## config.mk

```make
export PLATFORM = sky130hd
export DESIGN_NAME = host_stream_loader
export DESIGN_NICKNAME = d
export VERILOG_FILES = /design/src/rtl/tpu_pkg.sv /design/src/rtl/host_stream_loader.sv
export SDC_FILE = /design/constraint.sdc
export NUM_CORES = 1
export LEC_CHECK = 0
export CAP_MARGIN = 20
export CORE_MARGIN = 4
export CORE_UTILIZATION = 37
export DETAILED_ROUTE_END_ITERATION = 6
export DONT_BUFFER_PORTS = 1
export SYNTH_ARGS = -nofsm -noshare
export SYNTH_HDL_FRONTEND = slang
export SYNTH_SLANG_ARGS = --single-unit
```

## constraint.sdc

```tcl
create_clock -name clk -period 1.6 [get_ports clk]
set_input_delay 0.08 -clock clk [delete_from_list [all_inputs] [get_ports clk]]
set_output_delay 0.08 -clock clk [all_outputs]
set_load 0.03 [all_outputs]
```

## src/rtl/tpu_pkg.sv

```systemverilog
// Shared definitions for the TPU front end: stream target codes,
// loader FSM states and default datapath widths.
package tpu_pkg;

  localparam int unsigned DATA_W_DEFAULT = 8;
  localparam int unsigned ADDR_W_DEFAULT = 8;

  localparam logic [1:0] TGT_WEIGHT = 2'b00;
  localparam logic [1:0] TGT_INPUT  = 2'b01;
  localparam logic [1:0] TGT_START  = 2'b10;

  typedef enum logic [2:0] {
    IDLE     = 3'd0,
    GET_ADDR = 3'd1,
    GET_LEN  = 3'd2,
    PAYLOAD  = 3'd3,
    RUN      = 3'd4
  } state_e;

endpackage : tpu_pkg

```

## src/rtl/host_stream_loader.sv

```systemverilog
// Decodes a host word stream into weight/input memory writes and TPU start
// commands; holds off the host while the TPU runs.
module host_stream_loader
  import tpu_pkg::*;
#(
  parameter int unsigned DATA_W = DATA_W_DEFAULT,
  parameter int unsigned ADDR_W = ADDR_W_DEFAULT
) (
  input  logic              clk,
  input  logic              reset,
  input  logic [DATA_W-1:0] in_data,
  input  logic              in_valid,
  output logic              in_ready,
  output logic              wmem_we,
  output logic              umem_we,
  output logic [ADDR_W-1:0] mem_addr,
  output logic [DATA_W-1:0] mem_wdata,
  output logic              start,
  input  logic              tpu_done,
  output logic              busy,
  output logic              load_done,
  output logic              err
);

  state_e              state_q, state_d;
  logic [1:0]          tgt_q, tgt_d;
  logic [ADDR_W-1:0]   addr_q, addr_d;
  logic [ADDR_W-1:0]   cnt_q, cnt_d;
  logic                in_ready_q, in_ready_d;
  logic                wmem_we_q, wmem_we_d;
  logic                umem_we_q, umem_we_d;
  logic [ADDR_W-1:0]   mem_addr_q, mem_addr_d;
  logic [DATA_W-1:0]   mem_wdata_q, mem_wdata_d;
  logic                start_q, start_d;
  logic                busy_q, busy_d;
  logic                load_done_q, load_done_d;
  logic                err_q, err_d;
  logic                xfer;

  // Next-state and registered-output logic
  always_comb begin
    state_d     = state_q;
    tgt_d       = tgt_q;
    addr_d      = addr_q;
    cnt_d       = cnt_q;
    wmem_we_d   = 1'b0;
    umem_we_d   = 1'b0;
    mem_addr_d  = mem_addr_q;
    mem_wdata_d = mem_wdata_q;
    start_d     = 1'b0;
    load_done_d = 1'b0;
    err_d       = err_q;
    xfer        = in_valid && in_ready_q;

    case (state_q)
      IDLE: begin
        if (xfer) begin
          case (in_data[1:0])
            TGT_WEIGHT, TGT_INPUT: begin
              tgt_d   = in_data[1:0];
              state_d = GET_ADDR;
            end
            TGT_START: begin
              start_d = 1'b1;
              state_d = RUN;
            end
            default: err_d = 1'b1;
          endcase
        end
      end
      GET_ADDR: begin
        if (xfer) begin
          addr_d  = ADDR_W'(in_data);
          state_d = GET_LEN;
        end
      end
      GET_LEN: begin
        if (xfer) begin
          cnt_d = ADDR_W'(in_data);
          if (ADDR_W'(in_data) == ADDR_W'(0)) begin
            load_done_d = 1'b1;
            state_d     = IDLE;
          end else begin
            state_d = PAYLOAD;
          end
        end
      end
      PAYLOAD: begin
        if (xfer) begin
          wmem_we_d   = (tgt_q == TGT_WEIGHT);
          umem_we_d   = (tgt_q == TGT_INPUT);
          mem_addr_d  = addr_q;
          mem_wdata_d = in_data;
          addr_d      = ADDR_W'(addr_q + ADDR_W'(1));
          cnt_d       = ADDR_W'(cnt_q - ADDR_W'(1));
          if (cnt_q == ADDR_W'(1)) begin
            load_done_d = 1'b1;
            state_d     = IDLE;
          end
        end
      end
      RUN: begin
        // A done that lines up with the start pulse belongs to a previous run
        if (tpu_done && !start_q) state_d = IDLE;
      end
      default: state_d = IDLE;
    endcase

    in_ready_d = (state_d != RUN);
    busy_d     = (state_d != IDLE);
  end

  always_ff @(posedge clk) begin
    if (!reset) begin
      state_q     <= IDLE;
      tgt_q       <= 2'b00;
      addr_q      <= '0;
      cnt_q       <= '0;
      in_ready_q  <= 1'b0;
      wmem_we_q   <= 1'b0;
      umem_we_q   <= 1'b0;
      mem_addr_q  <= '0;
      mem_wdata_q <= '0;
      start_q     <= 1'b0;
      busy_q      <= 1'b0;
      load_done_q <= 1'b0;
      err_q       <= 1'b0;
    end else begin
      state_q     <= state_d;
      tgt_q       <= tgt_d;
      addr_q      <= addr_d;
      cnt_q       <= cnt_d;
      in_ready_q  <= in_ready_d;
      wmem_we_q   <= wmem_we_d;
      umem_we_q   <= umem_we_d;
      mem_addr_q  <= mem_addr_d;
      mem_wdata_q <= mem_wdata_d;
      start_q     <= start_d;
      busy_q      <= busy_d;
      load_done_q <= load_done_d;
      err_q       <= err_d;
    end
  end

  assign in_ready  = in_ready_q;
  assign wmem_we   = wmem_we_q;
  assign umem_we   = umem_we_q;
  assign mem_addr  = mem_addr_q;
  assign mem_wdata = mem_wdata_q;
  assign start     = start_q;
  assign busy      = busy_q;
  assign load_done = load_done_q;
  assign err       = err_q;

endmodule : host_stream_loader

```

==> reports/metrics.cfg <==
[status]
status = finished clean

[setup_path]
cp_max_fo = 6
cp.depth = 4
cpLargestDelayFamily = simple AND/OR/NAND/NOR gates
r2r_cells = 4
crit_type = register to register
cp.arrival_ps = 1650
crit_required_ps = 1790
cp_slowest_stage_delay_ps = 430
crit_buf_inv = 0
cp-end-kind = register
cp_slowest_cell = nor4_4
crit_chain = nor4_4, nand3b_2, o22a_1, o221a_1
cp-start-kind = register

[timing]
grt_setup_unrepaired = no
fin_crit_ps = 1460
skew_ps = 4.12
maxSlewHeadroom_pct = 73.0
hold_violations = 0
final_max_slew_viol_count = 0
setup_viol = 0
holdWs_ps = 14.4
fin_crit_sh_pct = 91.5
setup_tns_ps = 0
fmax_mhz = 683
worst_pin_slew_ps = 402

[die]
start_util_pct = 38.9
die_w_um = 84.8
die-area_um2 = 7180
rows = 27
die_h_um = 84.8
io_pins = 35
core-area_um2 = 5610

[synthesis]
ys_seq_area_share_pct = 40.4
avgSynthCellArea_um2 = 8.68
yosys_warnings = 0
yosysUniqueCellTypes = 58
syn_area_um2 = 2180
ys_ff_latch = 44
syn_nets = 266
syn_inst = 251
synth_edf_count = 0
async_flop_share_pct = 0
ys.flop_type = dfxtp_1

[power]
irDropWorstVdd_mv = 0.504
p_per_area_nw_per_um2 = 796
total_power_mw = 2.01
p_leak_nw = 0.991

[detailed_routing]
drc_errors = 0
vias = 1866
avgViaCountPerCell = 5.46
dr.pass1.iters = 4
post_drt_wl_per_cell_um = 15.9
wirelength_um = 5420
ant_nets = 0
drtIter0Drc = 119

[clock_tree]
clk_pin_slew_ps = 80
cts-root-buf = clkbuf_8
cts_buffers = 5
cts_sinks = 44
cts_max_path_buffers = 2
cts_tree = done
h-tree-depth = 2
postCtsSetupRepairBufs = 0
clk_latency_ps = 290

[place]
io_buffers = 0
hpwl_um = 3750
routabilityCongestion = 0.795

[grt]
antenna_found_initial = 0
gr-total-overflow = 0
grt_usage_pct = 15.7
grt_max_degree = 42
met3_usage_pct = 4.42
use_met1_pct = 19.3
grt_pass1_wl_um = 9090
first_global_vias = 1819
grt-busiest-layer = met2
grt_use_met2_pct = 26.4

[finish]
fin_nets = 284
diodes = 0
fillers = 570
synthToLayoutAreaGrowth_pct = 15.9
mostFrequentLayoutCells = 43 x nand2_1, 43 x dfxtp_1, 23 x a21boi_0, 17 x o21ai_0
drive_above_1_share_pct = 15.2

[job]
maxCapViolCount = 0

[worst_hold_path]
hold_path_class = input pin to register
min_path_cells = 2

[cell type report]
class / instances / area [um2] / area share (%)
inverters: 4 / 15.0 / 0.594
multi-input cells: 189 / 1210 / 48.0
clock inverters: 1 / 7.51 / 0.297
clock buffers: 7 / 86.3 / 3.42
repair buffers: 25 / 233 / 9.21
flip-flops and latches: 44 / 882 / 34.9
well taps: 72 / 90.1 / 3.57
[worst reg2reg max path: cells and delay by family, from the launching register on]
family             cells  cell delay [ps]
AOI/OAI and AO/OA      2              430
and+or+nand+nor        2              560
DFF                    1              360
[final timing paths]
kind | startpoint | end | slack, ps
worst max-delay path | cnt_q[3]$_SDFFE_PN0P_ | cnt_q[7]$_SDFFE_PN0P_ | 140
worst min-delay path | in_data[0] | cnt_q[0]$_SDFFE_PN0P_ | 10
worst max register to register | cnt_q[3]$_SDFFE_PN0P_ | cnt_q[7]$_SDFFE_PN0P_ | 140
worst min register to register | tgt_q[1]$_SDFFE_PN0P_ | tgt_q[1]$_SDFFE_PN0P_ | 450
[flip-flops by register name (all words and copies together) (netlist names)]
register	flops
busy	1
load_done	1
addr_q	8
umem_we	1
in_ready	1
state_q	3
mem_addr	8
start	1
err	1
cnt_q	8
wmem_we	1
mem_wdata	8
tgt_q	2
[routing by layer]
| metal | routed length, um | up-vias | part of all wire, % |
|---|---|---|---|
| met5 | 0 | - | 0 |
| met4 | 57 | 0 | 1.1 |
| met3 | 318 | 6 | 5.9 |
| met2 | 2550 | 39 | 47 |
| met1 | 2500 | 882 | 46 |
| li1 | - | 939 | - |
[metrics by stage]
step	utilization [%]	setup WS, ps	std cells	area [um2]
3_3_place_gp	41.4	132	325	2320
6_report	45.0	136	342	2530
4_1_cts	44.8	64.0	342	2510
2_1_floorplan	-	135	251	2180
3_5_place_dp	41.4	82.8	325	2320
5_1_grt	45.0	26.3	342	2530
[cells by family after synthesis]
logic type               count (synthesis)  share of synthesized area (%)
multiplexers                             2                           1.15
AND/OR/NAND/NOR                        105                           27.1
flip-flops                              44                           40.4
AO/OA/AOI/OAI                           79                           25.1
buffers and inverters                   18                           4.48
adder cells (fa/ha/maj)                  3                           1.72
[cell usage after synthesis (4+ instances only)]
master     n  share of area, %
o211a_1    5               2.3
buf_2      5               1.1
nor2_1    15               2.6
and3_1     4               1.1
clkbuf_1   4              0.69
a21boi_0  23               7.9
nand2_1   43               7.4
nand3_1    6               1.4
o21ai_0   17               3.9
a21oi_1   11               2.5
a31oi_1    4               1.1
dfxtp_1   44                40
inv_1      4              0.69
and2_1     5               1.4
[where the power goes]
part           total (mW)  internal [mW]  leakage (nW)  switching, mW
clock network       0.730          0.351        0.0445          0.379
registers            1.13           1.11         0.355         0.0244
logic               0.147         0.0749         0.591         0.0723
[repair_timing]
item	4_1_cts	5_1_grt
endpoints found under the setup margin	0	18
gates resized for setup	0	3
endpoints found under the hold margin	43	0
hold buffers	9	0
No activity file was read; power rests on OpenSTA's default activity.
